`src/rtl/router_pkg.sv`:
```
// router_pkg: shared constants, FSM state encodings and the parity helper
// for the 1x3 packet router.
//   WIDTH / DEPTH / TIMEOUT : default data width, FIFO depth, idle timeout
//   ADDR_INVALID            : header address that selects no port (dropped)
//   state_t + state consts  : legacy-style FSM encodings
//   parity_update()         : running XOR used for packet parity
package router_pkg;

  localparam int WIDTH   = 8;
  localparam int DEPTH   = 16;
  localparam int TIMEOUT = 30;

  localparam logic [1:0] ADDR_INVALID = 2'b11;

  typedef logic [2:0] state_t;

  localparam state_t DECODE_ADDRESS  = 3'd0;
  localparam state_t WAIT_TILL_EMPTY = 3'd1;
  localparam state_t LOAD_FIRST_DATA = 3'd2;
  localparam state_t LOAD_DATA       = 3'd3;
  localparam state_t CHECK_PARITY    = 3'd4;
  localparam state_t DROP            = 3'd5;

  function automatic logic [WIDTH-1:0] parity_update(input logic [WIDTH-1:0] acc,
                                                     input logic [WIDTH-1:0] data);
    return acc ^ data;
  endfunction

endpackage

```
`src/rtl/router_fifo.sv`:
```
// router_fifo: DEPTH x WIDTH output FIFO for one router port.
//   clock, resetn : rising-edge clock, asynchronous active-low reset
//   write_enb     : push write_data (ignored when full unless popping too)
//   read_enb      : pop request; data_out updates one clock after a pop
//   vld_out       : FIFO non-empty
//   full          : FIFO holds DEPTH words
//   soft_reset    : high on the clock that flushes the FIFO after it has sat
//                   TIMEOUT clocks non-empty with no read
module router_fifo
  import router_pkg::*;
#(
  parameter int WIDTH   = router_pkg::WIDTH,
  parameter int DEPTH   = router_pkg::DEPTH,
  parameter int TIMEOUT = router_pkg::TIMEOUT
) (
  input  logic             clock,
  input  logic             resetn,
  input  logic             write_enb,
  input  logic [WIDTH-1:0] write_data,
  input  logic             read_enb,
  output logic [WIDTH-1:0] data_out,
  output logic             vld_out,
  output logic             full,
  output logic             soft_reset
);

  localparam int AW = $clog2(DEPTH);
  localparam int TW = $clog2(TIMEOUT + 1);

  logic [WIDTH-1:0] mem_r [DEPTH];
  logic [AW-1:0]    wr_ptr_r;
  logic [AW-1:0]    rd_ptr_r;
  logic [AW:0]      count_r;
  logic [TW-1:0]    idle_cnt_r;
  logic             pop_s;
  logic             push_s;
  logic             stall_s;

  // Status flags, push/pop qualification and the timeout flush strobe.
  always_comb begin
    vld_out    = (count_r != '0);
    full       = (count_r == (AW+1)'(DEPTH));
    pop_s      = read_enb && vld_out;
    stall_s    = vld_out && !read_enb;
    soft_reset = stall_s && (idle_cnt_r == TW'(TIMEOUT - 1));
    // A full FIFO still accepts a word when one leaves on the same clock;
    // a flush wins over any write arriving on that clock.
    push_s     = write_enb && (!full || pop_s) && !soft_reset;
  end

  // Storage array (no reset: contents are only meaningful below count_r).
  always_ff @(posedge clock) begin
    if (push_s) begin
      mem_r[wr_ptr_r] <= write_data;
    end
  end

  // Pointers and occupancy; soft reset empties the FIFO in one clock.
  always_ff @(posedge clock or negedge resetn) begin
    if (!resetn) begin
      wr_ptr_r <= '0;
      rd_ptr_r <= '0;
      count_r  <= '0;
    end else if (soft_reset) begin
      wr_ptr_r <= '0;
      rd_ptr_r <= '0;
      count_r  <= '0;
    end else begin
      if (push_s) begin
        wr_ptr_r <= wr_ptr_r + AW'(1);
      end
      if (pop_s) begin
        rd_ptr_r <= rd_ptr_r + AW'(1);
      end
      case ({push_s, pop_s})
        2'b10:   count_r <= count_r + (AW+1)'(1);
        2'b01:   count_r <= count_r - (AW+1)'(1);
        default: count_r <= count_r;
      endcase
    end
  end

  // Read data register: holds its value except on a pop.
  always_ff @(posedge clock or negedge resetn) begin
    if (!resetn) begin
      data_out <= '0;
    end else if (pop_s) begin
      data_out <= mem_r[rd_ptr_r];
    end
  end

  // Consecutive unread-while-valid clock counter; any read restarts it.
  always_ff @(posedge clock or negedge resetn) begin
    if (!resetn) begin
      idle_cnt_r <= '0;
    end else if (stall_s && !soft_reset) begin
      idle_cnt_r <= idle_cnt_r + TW'(1);
    end else begin
      idle_cnt_r <= '0;
    end
  end

endmodule

```
`src/rtl/router_1x3.sv`:
```
// router_1x3: one-input, three-output byte-serial packet router.
//   clock, resetn        : rising-edge clock, asynchronous active-low reset
//   data_in, pkt_valid   : header/payload (pkt_valid=1) then parity (pkt_valid=0)
//   read_enb_0..2        : pop requests for the three output FIFOs
//   data_out_0..2        : popped bytes (one clock after the pop)
//   vld_out_0..2         : output FIFO non-empty
//   error                : parity mismatch on the last checked packet
//   busy                 : source must hold data_in/pkt_valid while high
module router_1x3
  import router_pkg::*;
#(
  parameter int WIDTH   = router_pkg::WIDTH,
  parameter int DEPTH   = router_pkg::DEPTH,
  parameter int TIMEOUT = router_pkg::TIMEOUT
) (
  input  logic             clock,
  input  logic             resetn,
  input  logic             read_enb_0,
  input  logic             read_enb_1,
  input  logic             read_enb_2,
  input  logic [WIDTH-1:0] data_in,
  input  logic             pkt_valid,
  output logic [WIDTH-1:0] data_out_0,
  output logic [WIDTH-1:0] data_out_1,
  output logic [WIDTH-1:0] data_out_2,
  output logic             vld_out_0,
  output logic             vld_out_1,
  output logic             vld_out_2,
  output logic             error,
  output logic             busy
);

  state_t           state_r;
  logic [WIDTH-1:0] hdr_r;
  logic [WIDTH-1:0] parity_acc_r;
  logic [WIDTH-1:0] rx_parity_r;
  logic             error_r;

  logic [2:0]       write_enb_s;
  logic [WIDTH-1:0] write_data_s;
  logic [2:0]       full_s;
  logic [2:0]       vld_s;
  logic [2:0]       soft_reset_s;
  logic [1:0]       addr_s;
  logic             tgt_full_s;
  logic             tgt_empty_s;
  logic             tgt_soft_reset_s;
  logic             in_empty_s;
  logic             loading_s;

  function automatic logic port_bit(input logic [2:0] v, input logic [1:0] a);
    case (a)
      2'd0:    return v[0];
      2'd1:    return v[1];
      2'd2:    return v[2];
      default: return 1'b0;
    endcase
  endfunction

  function automatic logic [2:0] port_onehot(input logic [1:0] a);
    case (a)
      2'd0:    return 3'b001;
      2'd1:    return 3'b010;
      2'd2:    return 3'b100;
      default: return 3'b000;
    endcase
  endfunction

  // Target-port status, FIFO write steering and the busy handshake.
  always_comb begin
    addr_s           = hdr_r[1:0];
    tgt_full_s       = port_bit(full_s, addr_s);
    tgt_empty_s      = !port_bit(vld_s, addr_s);
    tgt_soft_reset_s = port_bit(soft_reset_s, addr_s);
    // Header is not latched yet in DECODE_ADDRESS, so look at the incoming one.
    in_empty_s       = !port_bit(vld_s, data_in[1:0]);
    loading_s        = (state_r == LOAD_FIRST_DATA) || (state_r == LOAD_DATA);
    write_enb_s      = 3'b000;
    write_data_s     = data_in;
    busy             = 1'b0;
    case (state_r)
      DECODE_ADDRESS:  busy = 1'b0;
      WAIT_TILL_EMPTY: busy = 1'b1;
      LOAD_FIRST_DATA: begin
        busy         = 1'b1;
        write_enb_s  = port_onehot(addr_s);
        write_data_s = hdr_r;
      end
      LOAD_DATA: begin
        busy = tgt_full_s;
        if (!tgt_full_s) begin
          write_enb_s = port_onehot(addr_s);
        end else begin
          write_enb_s = 3'b000;
        end
      end
      CHECK_PARITY:    busy = 1'b1;
      DROP:            busy = 1'b0;
      default:         busy = 1'b0;
    endcase
  end

  // Packet FSM with header latch, parity accumulation and error flag.
  always_ff @(posedge clock or negedge resetn) begin
    if (!resetn) begin
      state_r      <= DECODE_ADDRESS;
      hdr_r        <= '0;
      parity_acc_r <= '0;
      rx_parity_r  <= '0;
      error_r      <= 1'b0;
    end else if (tgt_soft_reset_s && loading_s) begin
      // The target was flushed under us: abandon the rest of the packet.
      state_r <= DECODE_ADDRESS;
    end else begin
      case (state_r)
        DECODE_ADDRESS: begin
          if (pkt_valid) begin
            if (data_in[1:0] != ADDR_INVALID) begin
              hdr_r   <= data_in;
              state_r <= in_empty_s ? LOAD_FIRST_DATA : WAIT_TILL_EMPTY;
            end else begin
              state_r <= DROP;
            end
          end
        end
        WAIT_TILL_EMPTY: begin
          if (tgt_empty_s) begin
            state_r <= LOAD_FIRST_DATA;
          end
        end
        LOAD_FIRST_DATA: begin
          parity_acc_r <= hdr_r;
          state_r      <= LOAD_DATA;
        end
        LOAD_DATA: begin
          if (!tgt_full_s) begin
            if (pkt_valid) begin
              parity_acc_r <= parity_update(parity_acc_r, data_in);
            end else begin
              rx_parity_r <= data_in;
              state_r     <= CHECK_PARITY;
            end
          end
        end
        CHECK_PARITY: begin
          error_r <= (parity_acc_r != rx_parity_r);
          state_r <= DECODE_ADDRESS;
        end
        DROP: begin
          if (!pkt_valid) begin
            state_r <= DECODE_ADDRESS;
          end
        end
        default: state_r <= DECODE_ADDRESS;
      endcase
    end
  end

  assign error = error_r;

  router_fifo #(.WIDTH(WIDTH), .DEPTH(DEPTH), .TIMEOUT(TIMEOUT)) fifo_0 (
    .clock(clock), .resetn(resetn),
    .write_enb(write_enb_s[0]), .write_data(write_data_s), .read_enb(read_enb_0),
    .data_out(data_out_0), .vld_out(vld_s[0]), .full(full_s[0]),
    .soft_reset(soft_reset_s[0])
  );

  router_fifo #(.WIDTH(WIDTH), .DEPTH(DEPTH), .TIMEOUT(TIMEOUT)) fifo_1 (
    .clock(clock), .resetn(resetn),
    .write_enb(write_enb_s[1]), .write_data(write_data_s), .read_enb(read_enb_1),
    .data_out(data_out_1), .vld_out(vld_s[1]), .full(full_s[1]),
    .soft_reset(soft_reset_s[1])
  );

  router_fifo #(.WIDTH(WIDTH), .DEPTH(DEPTH), .TIMEOUT(TIMEOUT)) fifo_2 (
    .clock(clock), .resetn(resetn),
    .write_enb(write_enb_s[2]), .write_data(write_data_s), .read_enb(read_enb_2),
    .data_out(data_out_2), .vld_out(vld_s[2]), .full(full_s[2]),
    .soft_reset(soft_reset_s[2])
  );

  assign vld_out_0 = vld_s[0];
  assign vld_out_1 = vld_s[1];
  assign vld_out_2 = vld_s[2];

endmodule

```
`config.mk`:
```
export PLATFORM = sky130hd
export DESIGN_NAME = router_1x3
export DESIGN_NICKNAME = d
export VERILOG_FILES = /design/src/rtl/router_pkg.sv /design/src/rtl/router_fifo.sv /design/src/rtl/router_1x3.sv
export SDC_FILE = /design/constraint.sdc
export NUM_CORES = 1
export LEC_CHECK = 0
export ABC_AREA = 1
export CAP_MARGIN = 20
export CORE_ASPECT_RATIO = 0.9
export CORE_MARGIN = 2
export CORE_UTILIZATION = 45
export DETAILED_ROUTE_END_ITERATION = 10
export GPL_ROUTABILITY_DRIVEN = 0
export HOLD_SLACK_MARGIN = 0.15
export PLACE_DENSITY = 0.64
export SLEW_MARGIN = 20
export SYNTH_ARGS = -nofsm -noshare
export SYNTH_HDL_FRONTEND = slang
export SYNTH_SLANG_ARGS = --single-unit
```
`constraint.sdc`:
```
create_clock -name clock -period 7.8 [get_ports clock]
set_input_delay 2.34 -clock clock [delete_from_list [all_inputs] [get_ports clock]]
set_output_delay 2.34 -clock clock [all_outputs]
set_load 0.01 [all_outputs]
```
* Word level (Yosys, flattened, before mapping)
Memories as Yosys holds them, arrays and structs flattened. A register that Yosys moved wholly into a read port is not among the register bits. Index checks and enable logic that the tools add are counted.
Storage, ports and cells: output and inout bits 29, memory bits (writable) 384, logic and storage cells 174, memories kept 3, bits in registers 82, input port bits 14
Memories:
- fifo_0.mem_r | depth 16, bits a word 8, read ports 1, clocked after Yosys merged registers in 1, write ports 1, line router_fifo.sv:30 | logic [WIDTH-1:0] mem_r [DEPTH];
- fifo_1.mem_r | depth 16, bits a word 8, read ports 1, clocked after Yosys merged registers in 1, write ports 1, line router_fifo.sv:30
- fifo_2.mem_r | depth 16, bits a word 8, read ports 1, clocked after Yosys merged registers in 1, write ports 1, line router_fifo.sv:30
Cells by class: multiplexer cells 48, $add $sub $neg 15, eq/ne operators 30, bitwise operators 4, reductions and logical operators 57
Operators with widths (count):
- $mux 4 | 12
- $add 5x1->5 const B | 6
- $eq 5x5->1 const B | 6
- $mux 5 | 6
- $pmux 5 s2 | 3
- $add 4x1->4 const B | 6
- $mux 3 | 8
- $mux 8 | 3
- $logic_and 1x1->1 | 19
- $pmux 8 s2 | 1
- $pmux 3 s5 | 1
- $reduce_bool 5->1 | 3
- $sub 5x1->5 const B | 3
- $reduce_bool 2->1 | 7
- $logic_not 1->1 | 12
- $pmux 1 s3 | 4
- $reduce_and 4->1 | 3
- $eq 2x1->1 const B | 5
- $eq 2x2->1 const B | 5
- $ne 3x3->1 const B | 3
- $pmux 3 s3 | 1
- $reduce_bool 3->1 | 3
- $ne 8x8->1 | 1
- $xor 8x8->8 | 1
- other kinds (16) | 32

* Depth between registers and ports, before layout
depth after elaboration 9, gate-level depth with buffers 17, mapped depth without buffers 17

* Modules after synthesis
Synthesis repeated with hierarchy kept, for this count alone.
Second synthesis, totals: cells, all modules 1866, area total of the unflattened synthesis 21375.5 sq um
By module, submodules not included:
- router_fifo at fifo_1 | sequential area each 4494.3 sq um, cells each 541, times used 1, area an instance 6537.5 sq um
- router_fifo at fifo_2 | sequential area each 4494.3 sq um, cells each 545, times used 1, area an instance 6503.7 sq um
- router_fifo at fifo_0 | sequential area each 4494.3 sq um, cells each 541, times used 1, area an instance 6471.2 sq um
- router_1x3 | sequential area each 700.7 sq um, cells each 239, times used 1, area an instance 1863.0 sq um

* Worst setup path after synthesis
No wires, ideal clock.
kind input -> register, start point input read_enb_2, end point register fifo_2.count_r[4], slack 3691 ps, arrival 3983 ps, setup time 126 ps, required time 7674 ps, stages 11, buffers on the path 0, cells stage by stage inv_1 a21oi_1 nand4_2 ha_1 xor2_1 ha_1 a21o_1 nand3_1 o211ai_1 o21ai_0 o22ai_1
On the way: longest elaborated chain between the ends 8, elaborated cells on any way between the ends 13, those cells by class eq/ne: 2; mux: 2; reduce/logical: 9
Ends and longest elaborated chain:
- start, declared | line router_1x3.sv:20 | input logic read_enb_2,
- $logic_not 1->1 | line router_fifo.sv:44 | stall_s = vld_out && !read_enb;
- $logic_and 1x1->1 | line router_fifo.sv:44
- $logic_and 1x1->1 | line router_fifo.sv:45 | soft_reset = stall_s && (idle_cnt_r == TW'(TIMEOUT - 1));
- $logic_not 1->1 | line router_fifo.sv:48 | push_s = write_enb && (!full || pop_s) && !soft_reset;
- $logic_and 1x1->1 | line router_fifo.sv:48
- $eq 2x1->1 / $eq 2x2->1 (equally long branches) | line router_fifo.sv:75 | case ({push_s, pop_s})
- $pmux 5 s2 | line router_fifo.sv:75
- $mux 5 | line router_fifo.sv:64 | end else if (soft_reset) begin
- end signal, assigned | line router_fifo.sv:76 | 2'b10: count_r <= count_r + (AW+1)'(1);
- end signal, assigned | line router_fifo.sv:77 | 2'b01: count_r <= count_r - (AW+1)'(1);
- end signal, assigned | line router_fifo.sv:78 | default: count_r <= count_r;
- end, declared | line router_fifo.sv:33 | logic [AW:0] count_r;
Several ways; a longest one is shown, not always the timed one. A chain may end at the register's enable or synchronous reset.

* Worst setup path in the final report
start point register hdr_r[0], end point output busy
On the way: longest elaborated chain between the ends 3, elaborated cells on any way between the ends 5, those cells by class eq/ne: 2; mux: 2; reduce/logical: 1
Ends and longest elaborated chain:
- start, declared | line router_1x3.sv:34 | logic [WIDTH-1:0] hdr_r;
- start signal, assigned | line router_1x3.sv:119 | hdr_r <= data_in;
- $eq 2x2->1, or another cell as far along | line router_1x3.sv:52 | case (a)
- $pmux 1 s3 (*) | line router_1x3.sv:52
- $pmux 1 s2 (*) | line router_1x3.sv:81 | case (state_r)
- end, declared | line router_1x3.sv:30 | output logic busy
Mark *: on every way between the ends. The rest lies on a longest branch, timed or not.

==> impl_results.html <==
<table>
<tr><th>Metric</th><th>Value</th></tr>
<tr><th colspan="2">Clock network</th></tr>
<tr><td>Clock latency of the later-clocked register in the worst-skew pair</td><td>600 ps</td></tr>
<tr><td>Max Buffers Root-to-Sink</td><td>3</td></tr>
<tr><td>Clock sink count</td><td>490</td></tr>
<tr><td>H-Tree Level Count</td><td>2</td></tr>
<tr><td>Cell at the root of the clock tree</td><td>sky130_fd_sc_hd__clkbuf_16</td></tr>
<tr><td>Clock tree from TritonCTS</td><td>built</td></tr>
<tr><td>Number of gates given a new drive strength after cts</td><td>0</td></tr>
<tr><td>Clock transition at the registers of the reported paths</td><td>60 ps</td></tr>
<tr><td>CTS hold repair buffers</td><td>0</td></tr>
<tr><td>Total CTS buffers</td><td>51</td></tr>
<tr><td># Post-CTS Setup Buffers</td><td>0</td></tr>
<tr><th colspan="2">Die</th></tr>
<tr><td>DIE AREA</td><td>0.04873 sq mm</td></tr>
<tr><td>Site Rows</td><td>75</td></tr>
<tr><td>Chip Width</td><td>232.5 um</td></tr>
<tr><td>Effective utilization at floorplan</td><td>0.4542</td></tr>
<tr><td>Area of the core</td><td>0.04654 sq mm</td></tr>
<tr><td>I/O pin total</td><td>43</td></tr>
<tr><td>Die H</td><td>about 210 um</td></tr>
<tr><th colspan="2">Power and ir drop</th></tr>
<tr><td>Leakage power of the design</td><td>between 8 and 9 nW</td></tr>
<tr><td>Largest voltage drop on the vdd net</td><td>around 0.00036 V</td></tr>
<tr><td>Tot Pwr</td><td>a little under 10 mW</td></tr>
<tr><td>Combinational power share</td><td>0.358</td></tr>
<tr><td>Power per Cell Area</td><td>404.1 mW/mm^2</td></tr>
<tr><td>Fraction of power consumed by the clock network</td><td>0.253</td></tr>
<tr><td>Internal power of the cells</td><td>5.913 mW</td></tr>
<tr><td>Total net switching power</td><td>3.779 mW</td></tr>
<tr><td>Part of the total power dissipated in sequential elements</td><td>0.389</td></tr>
<tr><td>Switching share of total power</td><td>0.3899</td></tr>
<tr><th colspan="2">Place</th></tr>
<tr><td>Number of port buffers</td><td>42</td></tr>
<tr><td>Half-perimeter wire length of the detailed placement result</td><td>30.55 mm</td></tr>
<tr><td>Inst Count DP</td><td>2469</td></tr>
<tr><td>Worst setup timing slack at the placement stage</td><td>2473 ps</td></tr>
<tr><th colspan="2">Drt</th></tr>
<tr><td>Per-cell via count in the routed design</td><td>5.613</td></tr>
<tr><td>Routed length on met3</td><td>3.324 mm</td></tr>
<tr><td>Number of antenna-violating nets in the routed design</td><td>0</td></tr>
<tr><td>Mean routed wirelength per cell</td><td>19.69 um</td></tr>
<tr><td>Number of vias after detailed routing</td><td>14400</td></tr>
<tr><td>Final routed DRC violation total</td><td>0</td></tr>
<tr><td>Uppermost layer routed</td><td>met4</td></tr>
<tr><td>Routed wl met2</td><td>23.41 mm</td></tr>
<tr><td>Detailed Route WL</td><td>50.52 mm</td></tr>
<tr><td>Number of detailed-routing iterations run before antenna repair</td><td>5</td></tr>
<tr><td>DRC violation total after the first TritonRoute iteration</td><td>1525</td></tr>
<tr><td>Length of routed wiring on met1</td><td>22.35 mm</td></tr>
<tr><th colspan="2">Synth</th></tr>
<tr><td>Net Count, Synth</td><td>1935</td></tr>
<tr><td>Netlist Area Pre-Place</td><td>roughly 0.021 sq mm</td></tr>
<tr><td>Library cells used by synthesis</td><td>44</td></tr>
<tr><td>Count of flip-flops with a built-in enable after synthesis</td><td>384</td></tr>
<tr><td>Gate count of the mapped netlist</td><td>1888</td></tr>
<tr><td>Seq/Total Area, Yosys</td><td>0.6709</td></tr>
<tr><td>Flop and latch count out of synthesis</td><td>slightly below 500</td></tr>
<tr><td>Syn_area_per_cell</td><td>11.20 sq um</td></tr>
<tr><td>Synth warn</td><td>0</td></tr>
<tr><td>Post-synth ARST share</td><td>0.2163</td></tr>
<tr><td>Top_reg_cell synth</td><td>sky130_fd_sc_hd__edfxtp_1</td></tr>
<tr><th colspan="2">Hold path</th></tr>
<tr><td>Hold Path Sink</td><td>fifo_2.data_out[0]</td></tr>
<tr><td>Worst hold path stage count</td><td>2</td></tr>
<tr><td>Worst hold path type</td><td>reg -&gt; reg</td></tr>
<tr><td>Startpoint of the tightest hold check path</td><td>fifo_2.data_out[0]</td></tr>
<tr><th colspan="2">Setup path</th></tr>
<tr><td>Crit start category</td><td>register</td></tr>
<tr><td>Setup CP Type</td><td>reg -&gt; out</td></tr>
<tr><td>Kind of cell adding the most delay to the critical path</td><td>simple AND/OR/NAND/NOR gates</td></tr>
<tr><td>Register-to-register path setup slack</td><td>3790 ps</td></tr>
<tr><td>Data arrival time of the worst path</td><td>2950 ps</td></tr>
<tr><td>CP peak stage delay</td><td>570 ps</td></tr>
<tr><td>Ordered cell list for the critical path</td><td>inv_1, nor2_2, nand4_1, nand3_2, nand2_2, nand3_1, clkdlybuf4s50_1</td></tr>
<tr><td>Peak fanout along the critical path</td><td>7</td></tr>
<tr><td>Kind of end point of the critical path</td><td>primary output</td></tr>
<tr><td>Critical path's slowest cell</td><td>sky130_fd_sc_hd__clkdlybuf4s50_1</td></tr>
<tr><td>Destination of the worst register-to-register timing path</td><td>fifo_0.count_r[4]</td></tr>
<tr><td>Startpoint of the worst-slack reg-to-reg timing path</td><td>hdr_r[0]</td></tr>
<tr><td>CP required</td><td>5460 ps</td></tr>
<tr><td>Worst reg-to-reg path cell count</td><td>17</td></tr>
<tr><td>Critical path buffers and inverters</td><td>2</td></tr>
<tr><th colspan="2">STA</th></tr>
<tr><td>Final period demand of the worst path</td><td>5292 ps</td></tr>
<tr><td>Final max-slew violation count</td><td>0</td></tr>
<tr><td>Fmax</td><td>189.0 MHz</td></tr>
<tr><td>Setup TNS after final layout</td><td>0 ps</td></tr>
<tr><td>Setup repair after global routing missed its margin</td><td>false</td></tr>
<tr><td>Worst-Margin Slew</td><td>1031 ps</td></tr>
<tr><td>Post-layout worst setup margin</td><td>2508 ps</td></tr>
<tr><td>Setup skew after layout</td><td>31.73 ps</td></tr>
<tr><td>Hold Violations, Final</td><td>0</td></tr>
<tr><td>Ratio of final minimum period to clock period</td><td>0.6785</td></tr>
<tr><td>Count of endpoints failing setup in the final report</td><td>0</td></tr>
<tr><td>Rel. slew slack</td><td>0.3072</td></tr>
<tr><th colspan="2">GRT</th></tr>
<tr><td>Initial antenna violation count</td><td>1</td></tr>
<tr><td>Number of global-route vias before repair</td><td>14040</td></tr>
<tr><td>Global-route wire length before repair</td><td>roughly 79 mm</td></tr>
<tr><td>Sum of overflow across all layers after global routing</td><td>0</td></tr>
<tr><td>Pin count of the biggest net entering global routing</td><td>70</td></tr>
<tr><td>Overall global routing resource usage</td><td>0.2094</td></tr>
<tr><th colspan="2">Layout</th></tr>
<tr><td>Most common cell after layout, fill and taps aside</td><td>sky130_fd_sc_hd__edfxtp_1</td></tr>
<tr><td>Final standard cell count with taps included and fillers excluded</td><td>2566</td></tr>
<tr><td>Layout area overhead</td><td>13.45%</td></tr>
<tr><td>Fraction of final layout cells with drive strength greater than 1</td><td>0.08466</td></tr>
<tr><td>Leading cell types in the layout, fill and taps excluded</td><td>sky130_fd_sc_hd__edfxtp_1 (384), sky130_fd_sc_hd__nor2_1 (334), sky130_fd_sc_hd__o21ai_0 (262)</td></tr>
<tr><td>Final-stage net count</td><td>just under 2000</td></tr>
<tr><th colspan="2">Run</th></tr>
<tr><td>Count of max-cap constraint violations</td><td>0</td></tr>
<tr><th colspan="2">Status</th></tr>
<tr><td>Status</td><td>completed</td></tr>
</table>
## through the flow
stage | hold slack, ps | cell area (sq um) | utilization
after floorplan | 460.8 | 21140 | -
after global placement | 466.5 | 22140 | 0.4756
after detailed placement | 465.0 | 22140 | 0.4758
after CTS | 481.9 | 23850 | 0.5123
after global routing | 501.6 | 23980 | 0.5153
final | 479.5 | 23980 | 0.5153
## sequential cells by signal, summed over array words and instances, names as in the netlist, 5 cells and up
register and cells:
fifo_2.data_out 8, fifo_1.mem_r 128, fifo_2.idle_cnt_r 5, fifo_0.mem_r 128, fifo_0.data_out 8, fifo_0.idle_cnt_r 5, fifo_1.idle_cnt_r 5, hdr_r 8
rx_parity_r 8, parity_acc_r 8, fifo_2.mem_r 128, fifo_1.count_r 5, fifo_0.count_r 5, fifo_1.data_out 8, fifo_2.count_r 5
## cells by family (layout without fill, tap and decap cells)
kind of cell | Yosys count | after routing | share of synthesized area
AND/OR/NAND/NOR | 742 | 742 | 0.1477
flip-flops | 490 | 490 | 0.6709
AO/OA/AOI/OAI | 398 | 398 | 0.1102
buffers and inverters | 186 | 247 | 0.03551
adder cells (fa/ha/maj) | 33 | 33 | 0.01953
other | 0 | 1 | 0
XOR/XNOR | 39 | 39 | 0.01616
## routing by layer
metal | GRT usage | up-vias
met1 | 0.3014 | 7098
met3 | 0.03302 | 98
met4 | 0.06984 | 0
li1 | - | 6715
met5 | 0 | -
met2 | 0.3263 | 493
## Yosys cell counts, types with 3 or more instances
cell                       instances  area, sq um
sky130_fd_sc_hd__buf_1             8        30.03
sky130_fd_sc_hd__nand3b_1          4        30.03
sky130_fd_sc_hd__nand2_2           4        25.02
sky130_fd_sc_hd__clkinv_1          4        15.01
sky130_fd_sc_hd__xor2_1           26        227.7
sky130_fd_sc_hd__o21ai_1           3        15.01
sky130_fd_sc_hd__inv_1            83        311.6
sky130_fd_sc_hd__o221ai_1         29        254.0
sky130_fd_sc_hd__nor3_1           35        175.2
sky130_fd_sc_hd__nand3_1          93        465.5
sky130_fd_sc_hd__o21ai_0         270         1351
sky130_fd_sc_hd__ha_1             33        412.9
sky130_fd_sc_hd__nand3_2           7        70.07
sky130_fd_sc_hd__nand4_1          16        100.1
sky130_fd_sc_hd__buf_6             3        33.78
sky130_fd_sc_hd__buf_2            18        90.09
sky130_fd_sc_hd__clkbuf_1         61        229.0
sky130_fd_sc_hd__o21ai_2           5        43.79
sky130_fd_sc_hd__nand2_1         238        893.4
sky130_fd_sc_hd__o211ai_1         68        510.5
sky130_fd_sc_hd__a21oi_1           9        45.04
sky130_fd_sc_hd__edfxtp_1        384        11530
sky130_fd_sc_hd__dfrtp_1         106         2653
sky130_fd_sc_hd__inv_2             7        26.28
sky130_fd_sc_hd__nor2_1          334         1254
sky130_fd_sc_hd__xnor2_1          13        113.9
## power groups by stage
| stage | clock (mW) | combinational (mW) | sequential (mW) |
|---|---|---|---|
| global route | 2.58 | 3.86 | 3.82 |
| CTS | 2.49 | 3.44 | 3.76 |
| global placement | 0 | 3.34 | 3.80 |
| finish | 2.46 | 3.47 | 3.77 |
| floorplan | 0 | 2.24 | 3.73 |
| detailed placement | 0 | 3.43 | 3.81 |
## worst max-delay path by stage
stage,from,endpoint,cells past startpoint
4_1_cts,hdr_r[0],busy,7
3_5_place_dp,read_enb_0,fifo_0.count_r[4],15
2_1_floorplan,read_enb_2,fifo_2.count_r[4],11
6_report,hdr_r[0],busy,7
5_1_grt,hdr_r[0],busy,7
3_3_place_gp,read_enb_0,fifo_0.count_r[4],15
## worst min-delay path, cell delays in order, from the launching register on
cell	delay, ps
sky130_fd_sc_hd__dfrtp_1	340
sky130_fd_sc_hd__nand2_1	50
sky130_fd_sc_hd__nand2_1	50
## final cells by class
cell class | count | area, sq um
Fill cell | 4068 | 22560
Sequential cell | 490 | 14190
Multi-Input combinational cell | 1212 | 6437
Clock buffer | 70 | 1450
Tap cell | 616 | 770.7
Timing Repair Buffer | 57 | 530.5
Inverter | 94 | 352.8
Clock inverter | 26 | 252.7
Antenna cell | 1 | 2.502
Note: power is estimated with default switching activity, not from simulation.
